### src/rtl/key_display_mux.sv
`default_nettype none
// ============================================================================
//  Module   : key_display_mux
//  Purpose  : Debounces a 4-bit keypad code and scrolls accepted codes into a
//             four-digit, time-multiplexed, active-low seven-segment display.
//  Revision : 1.0 - initial release
// ============================================================================
module key_display_mux #(
  parameter int REFRESH_DIV   = 100000,
  parameter int STABLE_CYCLES = 1000000
) (
  input  logic       clk,
  input  logic       rst,
  input  logic [3:0] key_code,
  output logic [6:0] seg,
  output logic [3:0] an,
  output logic       dp,
  output logic       new_key
);

  localparam int c_stab_w = (STABLE_CYCLES > 2) ? $clog2(STABLE_CYCLES) : 1;
  localparam int c_rc_w   = (REFRESH_DIV > 2) ? $clog2(REFRESH_DIV) : 1;
  localparam logic [c_stab_w-1:0] c_stab_max = c_stab_w'(STABLE_CYCLES - 1);
  localparam logic [c_rc_w-1:0]   c_rc_max   = c_rc_w'(REFRESH_DIV - 1);

  // Hex to active-low gfedcba segment pattern.
  function automatic logic [6:0] seg_decode(input logic [3:0] h);
    logic [6:0] s;
    case (h)
      4'h0: s = 7'h40;
      4'h1: s = 7'h79;
      4'h2: s = 7'h24;
      4'h3: s = 7'h30;
      4'h4: s = 7'h19;
      4'h5: s = 7'h12;
      4'h6: s = 7'h02;
      4'h7: s = 7'h78;
      4'h8: s = 7'h00;
      4'h9: s = 7'h10;
      4'hA: s = 7'h08;
      4'hB: s = 7'h03;
      4'hC: s = 7'h46;
      4'hD: s = 7'h21;
      4'hE: s = 7'h06;
      default: s = 7'h0E;
    endcase
    return s;
  endfunction

  logic [3:0]          prev_q,      prev_d;
  logic [c_stab_w-1:0] stab_q,      stab_d;
  logic [3:0]          acc_q,       acc_d;
  logic                acc_valid_q, acc_valid_d;
  logic [15:0]         digits_q,    digits_d;   // digit3..digit0, 4 bits each
  logic [3:0]          valid_q,     valid_d;
  logic                new_key_q,   new_key_d;
  logic [c_rc_w-1:0]   rc_q,        rc_d;
  logic [1:0]          idx_q,       idx_d;
  logic [3:0]          an_q,        an_d;
  logic [6:0]          seg_q,       seg_d;

  logic                accept;
  logic                rc_wrap;
  logic [3:0]          cur_digit;

  // Next-state logic for debounce, digit shift register and display scan.
  always_comb begin
    prev_d      = key_code;
    stab_d      = stab_q;
    acc_d       = acc_q;
    acc_valid_d = acc_valid_q;
    digits_d    = digits_q;
    valid_d     = valid_q;
    new_key_d   = 1'b0;
    rc_d        = rc_q;
    idx_d       = idx_q;
    an_d        = an_q;
    seg_d       = seg_q;
    cur_digit   = digits_q[{idx_q, 2'b00} +: 4];

    // Any change restarts the window; saturation keeps a long-held code from
    // ever looking like a fresh stable period.
    if (key_code != prev_q) begin
      stab_d = '0;
    end else if (stab_q != c_stab_max) begin
      stab_d = stab_q + 1'b1;
    end

    // A code that equals the last accepted one is only taken again after a
    // different code has been accepted in between.
    accept = (stab_q == c_stab_max) && (!acc_valid_q || (prev_q != acc_q));
    if (accept) begin
      digits_d    = {digits_q[11:0], prev_q};
      valid_d     = {valid_q[2:0], 1'b1};
      acc_d       = prev_q;
      acc_valid_d = 1'b1;
      new_key_d   = 1'b1;
    end

    rc_wrap = (rc_q == c_rc_max);
    if (rc_wrap) begin
      rc_d  = '0;
      idx_d = idx_q + 2'd1;
    end else begin
      rc_d  = rc_q + 1'b1;
    end

    // Enables and segments are registered together from the current index so
    // they can never disagree about which digit is lit.
    an_d  = ~(4'b0001 << idx_q);
    seg_d = valid_q[idx_q] ? seg_decode(cur_digit) : 7'h7F;
  end

  // State registers; reset wins over acceptance and refresh.
  always_ff @(posedge clk) begin
    if (rst) begin
      prev_q      <= 4'h0;
      stab_q      <= '0;
      acc_q       <= 4'h0;
      acc_valid_q <= 1'b0;
      digits_q    <= 16'h0000;
      valid_q     <= 4'h0;
      new_key_q   <= 1'b0;
      rc_q        <= '0;
      idx_q       <= 2'd0;
      an_q        <= 4'b1110;
      seg_q       <= 7'h7F;
    end else begin
      prev_q      <= prev_d;
      stab_q      <= stab_d;
      acc_q       <= acc_d;
      acc_valid_q <= acc_valid_d;
      digits_q    <= digits_d;
      valid_q     <= valid_d;
      new_key_q   <= new_key_d;
      rc_q        <= rc_d;
      idx_q       <= idx_d;
      an_q        <= an_d;
      seg_q       <= seg_d;
    end
  end

  assign seg     = seg_q;
  assign an      = an_q;
  assign dp      = 1'b1;
  assign new_key = new_key_q;

endmodule
`default_nettype wire

### config.mk
export PLATFORM = sky130hd
export DESIGN_NAME = key_display_mux
export DESIGN_NICKNAME = d
export VERILOG_FILES = /design/src/rtl/key_display_mux.sv
export SDC_FILE = /design/constraint.sdc
export NUM_CORES = 1
export LEC_CHECK = 0
export BUFFER_PORTS_ARGS = -buffer_cell sky130_fd_sc_hd__buf_2
export CORE_ASPECT_RATIO = 0.7
export CORE_MARGIN = 5
export CORE_UTILIZATION = 25
export DETAILED_ROUTE_END_ITERATION = 8
export PLACE_DENSITY_LB_ADDON = 0.15
export SYNTH_ARGS = -nofsm -noshare
export SYNTH_HDL_FRONTEND = slang
export SYNTH_SLANG_ARGS = --single-unit
### constraint.sdc
create_clock -name clk -period 1.8 [get_ports clk]
set_input_delay 0.36 -clock clk [delete_from_list [all_inputs] [get_ports clk]]
set_output_delay 0.36 -clock clk [all_outputs]
set_load 0.05 [all_outputs]
* Word level (Yosys, flattened, before mapping)
Memories as Yosys holds them, arrays and structs flattened. A register that Yosys moved wholly into a read port is not among the register bits.
Cells that the tools add are included.
W data, S select, Z words.
** Word-level totals
- Bits in latches :: 0
- ROM bits :: 112
- Register bits after elaboration :: 73
- Output and inout bits :: 13
- RAM bits :: 0
- Memories kept :: 1
- Word-level logic and storage cells :: 33
** Memories
- (name not given) :: words 16, width 7, read ports 1, clocked after Yosys merged registers in 1, wr ports 0, line 29 : case (h)
** Cells by class
- Bitwise gates (word level) :: 2
- Eq/ne operators :: 5
- Add/subtract/negate cells :: 3
- Multipliers :: 0
- Div/mod/pow operators :: 0
- Multiplexer cells :: 3
- Reduce and logical (&&, ||, !) cells :: 6
- Shift operators :: 2
- Order comparisons :: 1
** Operator list (count)
- $add A20 B1 Y20 const B :: 1
- $eq A20 B20 Y1 const B :: 1
- $ne A20 B20 Y1 const B :: 1
- $add A17 B1 Y17 const B :: 1
- $eq A17 B17 Y1 const B :: 1
- $shiftx A16 B5 Y4 :: 1
- $ne A4 B4 Y1 :: 2
- $reduce_or A2 Y1 :: 3
- $not A4 Y4 :: 1
- $shl A1 B2 Y4 const A :: 1
- $lt A2 B3 Y1 const B :: 1
- $add A2 B1 Y2 const B :: 1
- $bmux W1 S2 :: 1
- $mux W1 :: 2
- $logic_and A1 B1 Y1 :: 1
- $logic_not A1 Y1 :: 1
- $logic_or A1 B1 Y1 :: 1
- $not A1 Y1 :: 1

* Logic depth before layout (Yosys ltp)
Gate-level depths: netlist of run 1.
- Word-level depth :: 4
- Mapped depth :: 8
- Mapped depth without buffers :: 6

* Worst setup path before layout of run 1
OpenSTA, ideal clock, no wires.
- Path kind :: register -> register
- Start point :: register idx_q[1]
- End point :: register seg_q[0] (netlist: seg[0])
- Period minus slack after synthesis :: 1.930 ns
- Buffers on the path :: 1
- Stages on the path, launching flop included :: 7
- Data required time :: 1.682 ns
- Arrival :: 1.812 ns
- Setup slack :: -0.130 ns
- Cells stage by stage :: dfxtp_1 -> buf_2 -> mux4_2 -> ha_1 -> or3b_1 -> o221ai_1 -> nand2_1
** On the way
- Cells in the longest elaborated chain, start to end :: 4
- Elaborated cells on any way between the ends :: 5
** RTL lines
- start: declaration :: line 58 : logic [1:0] idx_q, idx_d;
- start signal: assignment :: line 137 : idx_q <= idx_d;
- branches (longest 4 deep; another with $shiftx A16 B5 Y4)
- end: declaration :: line 60 : logic [6:0] seg_q, seg_d;
Parallel ways; which one is timed is not known. The select of a mux whose other input is x is not followed.
A chain may end at the register's enable or synchronous reset.

* Worst setup path in the final report of run 1
Same ends and word-level chain as after synthesis.

==> flow_summary.ini, run 1 <==
[clocking]
cts_tree = built
cts_buffer_depth = 2
cts_sinks = 75
worstSkewPairLatency_ns = 0.34
cts_buffers = 9
htreeDepth = 3
root_buffer = clkbuf_16
path_clk_slew_ns = 0.06
hold_buffers = 0

[routing]
drt_pre_antenna_iters = 4
antenna_left = 0
drcViolationCount = 0
drt_iter0_markers = 124
wl_per_cell_um = 12.9
routed_wl_um = 7840
vias = 2720
viasPerCell = 4.49

[worst_setup_path]
path_cells = mux4_2 -> ha_4 -> or3b_4 -> o221ai_2 -> nand2_1
endpoint_kind = flip-flop
critPathMaxStageDelay_ns = 0.58
critical_path.startpoint_type = flip-flop
arrival_ns = 1.99
required_ns = 2.02
slowest_stage = mux4_2
critPathKind = flip-flop to flip-flop
crit_fanout = 4

[power]
powerDensity_nw_per_um2 = 902
p_leak_uw = 0.00157
peakVddDrop_v = 0.000471

[yosys]
post-synth-top-area-cell = dfxtp_1
syn-num-nets = 390
synthArstFlopShare = 0
synth_area_leaders = dfxtp_1 42%, mux2i_1 6.9%, nand2b_1 4.9%
synth_common_cells = 75 x dfxtp_1, 28 x nand2b_1, 28 x nor2_1
netlist-cell-type-count = 48
ys.flop_type = dfxtp_1
yosysMostFrequentCell = dfxtp_1
ys_ff_latch = 75
synth_top_area_frac = 0.416
syn_area_per_cell_um2 = 9.70
yosys_warnings = 0
synth_edf_count = 0
netlist_instances = 372
synth_area_um2 = 3610
ys_seq_area_frac = 0.416

[global_route]
grt_usage = 0.0950
antenna_found_initial = 0
grt_max_degree = 20
overflow = 0
grt_pass1_wl_um = 13200
grt_pass1_vias = 2546

[layout]
synthToLayoutAreaGrowth_pct = 23.9
nets = 429
diodes = 0
drive_gt1_frac = 0.209

[floorplan]
rows = 36
io_pins = 19
die_area_um2 = 17000
start_util = 0.257
core-area_um2 = 14100
fp.dieW_um = 154
die_y_um = 111

[placed_design]
hpwl_um = 5740
gp_congestion = 0.758
io_buffers = 17

[sta]
setup_viol = 0
fmaxAchievable_ghz = 0.566
drv_slew = 0
rsz0062_at_grt = yes
hold_viol_final = 0
period_needed_ns = 1.77
hold_ws_ns = 0.268
finalSetupTns_ns = 0
relSlewSlack = 0.646
finalCritPeriodShare = 0.981
skew_ns = 0.00965
tightest_slew_ns = 0.529

[flow_run]
maxCapViolations = 0

[hold_path]
hold_class = input port to flip-flop

[outcome]
status = finished, final reports clean
metrics by stage:
step	util	setup slack, ns	area, um^2	total power, uW	instances
after floorplan	-	0.0142	3620	1780	372
after global placement	0.284	0.0291	3990	1810	585
after detailed placement	0.284	0.0235	3990	1810	585
after CTS	0.310	0.0146	4360	4100	601
after global routing	0.318	-0.0112	4470	4180	606
final	0.318	0.0340	4470	4030	606
power by group:
group	switching (uW)	leakage [uW]	internal, uW
registers	11.9	0.000607	1670
clock network	722	0.000179	1530
logic	52.8	0.000786	40.2
layout by cell type, fill, tap and decap left out, drive strengths merged, types with 5 or more instances in the layout:
| master | instances |
|---|---|
| dfxtp | 75 |
| buf | 48 |
| nand2b | 28 |
| nor2 | 28 |
| mux2i | 25 |
| a21oi | 19 |
| nand3 | 18 |
| xor2 | 17 |
| nand2 | 13 |
| inv | 13 |
| xnor2 | 12 |
| nand4 | 12 |
| ha | 12 |
| clkbuf | 10 |
| o21ai | 9 |
| or3 | 7 |
| nor2b | 6 |
| nor3 | 6 |
| mux4 | 5 |
| and3 | 5 |
| and4 | 5 |
| o221ai | 5 |
worst paths after layout:
| kind | start | end | slack (ns) | depth (start not counted) |
|---|---|---|---|---|
| max | idx_q[1]$_SDFFE_PP0N_ | seg[0]$_SDFF_PP1_ | 0.03 | 5 |
| min | key_code[1] | prev_q[1]$_SDFF_PP0_ | 0.27 | 2 |
| max reg2reg | idx_q[1]$_SDFFE_PP0N_ | seg[0]$_SDFF_PP1_ | 0.03 | 5 |
| min reg2reg | rc_q[0]$_SDFF_PP0_ | rc_q[0]$_SDFF_PP0_ | 0.47 | 1 |
critical path, delay by kind of cell, from the launching register on:
kind            cells  cell delay (ns)
compound gates      1             0.06
simple gates        2             0.42
flops               1             0.37
mux                 1             0.58
fa+ha+maj           1             0.21
what timing repair did:
| action | 4_1_cts | 5_1_grt |
|---|---|---|
| gates resized for setup | 0 | 13 |
| endpoints found under the setup margin | 0 | 23 |
| buffers inserted | 0 | 5 |
| endpoints found under the hold margin | 0 | 0 |
registers in the layout (all words and copies together) (netlist names), 3 cells and up:
name      flops
stab_q       20
rc_q         17
digits_q     13
seg           7
an            4
prev_q        4
valid_q       4
acc_q         3
area by class of cell:
class                      instances  area [um^2]
clock buffer                      10          239
inverter                          13         48.8
fill                            1487         9580
multi-input combinational        264         1960
clock inverter                     6          136
tap                              190          238
timing repair buffer              48          347
sequential                        75         1510
cells by family after synthesis:
family | Yosys count | synth area share
mux | 31 | 0.104
fa+ha+maj | 12 | 0.0416
other cells | 1 | 0.00104
flops | 75 | 0.416
buf+inv | 33 | 0.0537
xor+xnor | 29 | 0.0704
compound gates | 42 | 0.0739
simple gates | 149 | 0.240
per-layer routing:
metal  track usage  vias to the layer above  routed length [um]  part of all wire
met1         0.140                     1289                4250              0.54
met4        0.0353                        0                 127             0.016
met3        0.0285                       10                 293             0.037
met2         0.128                       35                3170              0.40
li1              -                     1386                   -                 -
met5             0                        -                   0                 0
No activity file was read; power rests on OpenSTA's default activity.
==> inputs of run 2 (changes only) <==
ABC_AREA = 1   (was not set)
==> flow_summary.ini, run 2 <==
[layout]
drive_gt1_frac = 0.107
nets = 601
diodes = 0
largest_reg_flops = 20
postLayoutCellArea_um2 = 4440
synthToLayoutAreaGrowth_pct = 18.1
regMostFlops = stab_q
fillers = 1630
layout_common_cells = 148 x nand2_1, 95 x nor2_1, 75 x dfxtp_1
mostFrequentLayoutCell = nand2_1
reg_top3 = stab_q x20, rc_q x17, digits_q x13

[worst_setup_path]
crit_fanout = 6
endpoint_kind = flip-flop
slowest_stage = dfxtp_1
required_ns = 2.08
critical_path.startpoint_type = flip-flop
critPathKind = flip-flop to flip-flop
path_cells = buf_4 -> o21ai_0 -> nand2_1 -> nand2_2 -> inv_1 -> ha_1 -> o211ai_1 -> nand2_1 -> nand2_1
cp_common_cell = nand2_1
arrival_ns = 1.92
critPathMaxStageDelay_ns = 0.32

[clocking]
path_clk_slew_ns = 0.06
cts_sinks = 75
hold_buffers = 0
htreeDepth = 3
worstSkewPairLatency_ns = 0.33
cts_buffers = 9
root_buffer = clkbuf_16
cts_tree = built
cts_buffer_depth = 2

[yosys]
synth_xor_area_frac = 0.0256
synthArstFlopShare = 0
synth_area_um2 = 3760
synth_top_area_frac = 0.399
synth_area_leaders = dfxtp_1 40%, nand2_1 15%, nor2_1 9.5%
yosys_warnings = 0
ys_ff_latch = 75
yosysMostFrequentCell = nand2_1
syn-num-nets = 573
yosys.area_share.simple = 0.374
synthAdderAreaFrac = 0.0399
synth_compound_area_frac = 0.0662
ys.flop_type = dfxtp_1
syn_area_per_cell_um2 = 6.77
muxShareOfSynthArea = 0
synth_edf_count = 0
synth_common_cells = 150 x nand2_1, 95 x nor2_1, 75 x dfxtp_1
ys_seq_area_frac = 0.399
synth_top_family_by_area = simple AND/OR/NAND/NOR gates
netlist_instances = 555
post-synth-top-area-cell = dfxtp_1
netlist-cell-type-count = 33

[floorplan]
rows = 37
start_util = 0.255
io_pins = 19
fp.dieW_um = 157
core-area_um2 = 14700
die_y_um = 113
die_area_um2 = 17600

[sta]
setup_viol = 0
fmaxAchievable_ghz = 0.610
period_needed_ns = 1.64
drv_slew = 0
setup_slack_ns = 0.161
finalSetupTns_ns = 0
hold_viol_final = 0
finalCritPeriodShare = 0.910
skew_ns = 0.00732
rsz0062_at_grt = no

[routing]
antenna_left = 0
drcViolationCount = 0
viasPerCell = 4.22
wl_per_cell_um = 11.0
drt_pre_antenna_iters = 5
routed_wl_um = 8640
vias = 3302
drt_iter0_markers = 226

[placed_design]
io_buffers = 17
placed_area_um2 = 4090
hpwl_um = 6360
gp_congestion = 0.782
dpl_worst_slack_ns = 0.145

[power]
p_leak_uw = 0.00183
peakVddDrop_v = 0.000349
powerDensity_nw_per_um2 = 831

[global_route]
grt_pass1_wl_um = 15000
antenna_found_initial = 0
overflow = 0
grt_pass1_vias = 3098
grt_max_degree = 37
grt_usage = 0.104

[hold_path]
hold_class = input port to flip-flop

[outcome]
status = finished, final reports clean

[flow_run]
maxCapViolations = 0
==> run 2: logic make-up after synthesis <==
family / Yosys count
and+or+nand+nor: 323
buffers and inverters: 86
DFF: 75
AOI/OAI and AO/OA: 47
adders and majority gates: 12
xor gates and xnor gates: 11
other: 1
==> run 2: final timing paths <==
kind | from | end | slack (ns) | cells after the start
setup / recovery | idx_q[0]$_SDFFE_PP0N_ | seg[3]$_SDFF_PP1_ | 0.16 | 9
hold / removal | key_code[3] | prev_q[3]$_SDFF_PP0_ | 0.25 | 3
setup reg to reg | idx_q[0]$_SDFFE_PP0N_ | seg[3]$_SDFF_PP1_ | 0.16 | 9
hold reg to reg | rc_q[0]$_SDFF_PP0_ | rc_q[0]$_SDFF_PP0_ | 0.46 | 1
==> run 2: final cells by class <==
| type | instances | area, um^2 | area share |
|---|---|---|---|
| Multi-Input combinational cell | 394 | 1920 | 0.433 |
| Sequential cell | 75 | 1500 | 0.338 |
| Inverter | 75 | 282 | 0.0634 |
| Tap cell | 195 | 244 | 0.0550 |
| Clock buffer | 10 | 239 | 0.0538 |
| Timing Repair Buffer | 28 | 171 | 0.0386 |
| Clock inverter | 5 | 77.6 | 0.0175 |
==> run 2: timing repair <==
item | 4_1_cts | 5_1_grt
setup buffers | 0 | 1
gates resized for setup | 0 | 6
setup endpoints to repair | 0 | 23
==> run 2: worst max-delay path, delay by kind of cell (launching register included) <==
family	cells	cell delay, ns
flops	1	0.32
fa+ha+maj	1	0.30
simple gates	4	0.33
buf+inv	2	0.26
compound gates	2	0.36
==> run 2: routing by layer <==
metal	GRT usage	up-vias	part of all wire
li1	-	1785	-
met1	0.158	1466	0.57
met2	0.139	41	0.38
met3	0.0335	10	0.044
met4	0.0295	0	0.013
met5	0	-	0
==> run 2: through the flow <==
stage / utilization / instances / total power (uW) / hold WS, ns
5_1_grt: 0.301 / 782 / 3820 / 0.260
6_report: 0.301 / 782 / 3690 / 0.251
3_3_place_gp: 0.278 / 766 / 1790 / 0.429
4_1_cts: 0.299 / 781 / 3760 / 0.238
2_1_floorplan: - / 555 / 1770 / 0.418
3_5_place_dp: 0.278 / 766 / 1790 / 0.448
==> run 2: power breakdown <==
| group | leakage (uW) | internal (uW) | switching, uW |
|---|---|---|---|
| combinational | 0.00107 | 22.4 | 50.4 |
| clock | 0.000154 | 1240 | 697 |
| sequential | 0.000606 | 1670 | 9.56 |
==> inputs of run 3 (changes only) <==
REMOVE_ABC_BUFFERS = 1   (was not set)
==> flow_summary.ini, run 3 (synthesized netlist as in run 2, its figures left out) <==
[sta]
hold_viol_final = 0
setup_slack_ns = 0.187
finalSetupTns_ns = 0
finalCritPeriodShare = 0.896
rsz0062_at_grt = no
fmaxAchievable_ghz = 0.620
drv_slew = 0
skew_ns = 0.00767
hold_ws_ns = 0.252
setup_viol = 0
period_needed_ns = 1.61

[global_route]
antenna_found_initial = 0
overflow = 0
grt_usage = 0.105
grt_pass1_wl_um = 15000
grt_max_degree = 37
grt_pass1_vias = 3065

[clocking]
root_buffer = clkbuf_16
cts_tree = built
path_clk_slew_ns = 0.06
hold_buffers = 0
cts_buffers = 9
postCtsSetupBuffers = 0
cts_buffer_depth = 2
cts_sinks = 75
worstSkewPairLatency_ns = 0.34
htreeDepth = 3

[routing]
vias = 3256
wl_per_cell_um = 11.1
viasPerCell = 4.16
antenna_left = 0
drt_pre_antenna_iters = 5
routed_wl_um = 8710
drcViolationCount = 0
drt_iter0_markers = 161

[placed_design]
gp_congestion = 0.868
dpl_worst_slack_ns = 0.0914
hpwl_um = 6400
io_buffers = 17

[floorplan]
rows = 37
start_util = 0.255
fp.dieW_um = 157
die_y_um = 113
core-area_um2 = 14700
die_area_um2 = 17600
io_pins = 19

[hold_path]
hold_path_end = prev_q[3]$_SDFF_PP0_
hold_class = input port to flip-flop
hold_depth = 3
holdCritStartpoint = key_code[3]

[worst_setup_path]
critical_path.startpoint_type = flip-flop
crit_fanout = 12
ff2ff_setup_slack_ns = 0.19
arrival_ns = 1.84
reg2reg_to = seg[5]$_SDFF_PP1_
required_ns = 2.02
endpoint_kind = flip-flop
r2r_start = idx_q[0]$_SDFFE_PP0N_
r2r_cells = 10
critPathKind = flip-flop to flip-flop

[layout]
drive_gt1_frac = 0.106
regMostFlops = stab_q
mostFrequentLayoutCell = nand2_1
largest_reg_flops = 20
layout_common_cells = 148 x nand2_1, 95 x nor2_1, 73 x inv_1, 73 x dfxtp_1, 27 x nand3_1
diodes = 0
reg_top3 = stab_q x20, rc_q x17, digits_q x13
nets = 600
synthToLayoutAreaGrowth_pct = 18.3

[flow_run]
maxCapViolations = 0

[power]
peakVddDrop_v = 0.000394
p_leak_uw = 0.00184
p_total_uw = 3710
powerDensity_nw_per_um2 = 834

[outcome]
status = finished, final reports clean
## run 3: cell types whose count changed in the layout (fill, tap and decap cells not counted), sizes merged
cell	delta
clkbuf	+2
clkinvlp	-1
buf	-1
## run 3: through the flow
step	cell area (um^2)	utilization	std cells
2_1_floorplan	3690	-	544
3_3_place_gp	4120	0.280	766
3_5_place_dp	4120	0.280	766
4_1_cts	4440	0.301	782
5_1_grt	4450	0.302	782
6_report	4450	0.302	782
## run 3: what timing repair did
| action | 4_1_cts | 5_1_grt |
|---|---|---|
| resized for setup | 0 | 5 |
| setup endpoints to repair | 0 | 23 |
| endpoints found under the hold margin | 0 | 0 |
## run 3: per-layer routing
layer | up-vias | routed length, um | global-route usage
met4 | 0 | 95 | 0.0353
met3 | 7 | 306 | 0.0297
li1 | 1789 | - | -
met5 | - | 0 | 0
met1 | 1412 | 5120 | 0.158
met2 | 48 | 3190 | 0.141
## run 3: worst max path at each step
stage | start | endpoint | slack [ns]
final | idx_q[0]$_SDFFE_PP0N_ | seg[5]$_SDFF_PP1_ | 0.19
after floorplan | idx_q[0]$_SDFFE_PP0N_ | seg[5]$_SDFF_PP1_ | 0.09
after CTS | idx_q[0]$_SDFFE_PP0N_ | seg[3]$_SDFF_PP1_ | 0.08
after global routing | stab_q[0]$_SDFFE_PP0P_ | digits_q[3]$_SDFFE_PP0P_ | 0.008
after detailed placement | idx_q[0]$_SDFFE_PP0N_ | seg[3]$_SDFF_PP1_ | 0.09
after global placement | idx_q[0]$_SDFFE_PP0N_ | seg[3]$_SDFF_PP1_ | 0.16
## run 3: report_power, final
part	switching, uW	internal (uW)
Sequential	9.03	1670
Combinational	49.5	22.0
Clock	706	1250
Total	765	2950
## run 3: layout make-up
cell class | instances | area (um^2)
inverter | 75 | 282
clock inverter | 4 | 73.8
sequential | 75 | 1500
multi-input combinational | 394 | 1910
tap | 195 | 244
clock buffer | 12 | 246
fill | 1606 | 10300
timing repair buffer | 27 | 185
## run 3: critical path, cell delays in order (launching register included)
cell and delay, ns:
dfxtp_2 0.35, buf_12 0.14, nand2_1 0.06, nand3_1 0.07, nand2_1 0.20, inv_1 0.12
ha_1 0.24, nand2_1 0.10, o21ai_0 0.09, nand2_1 0.07, nand2_1 0.05
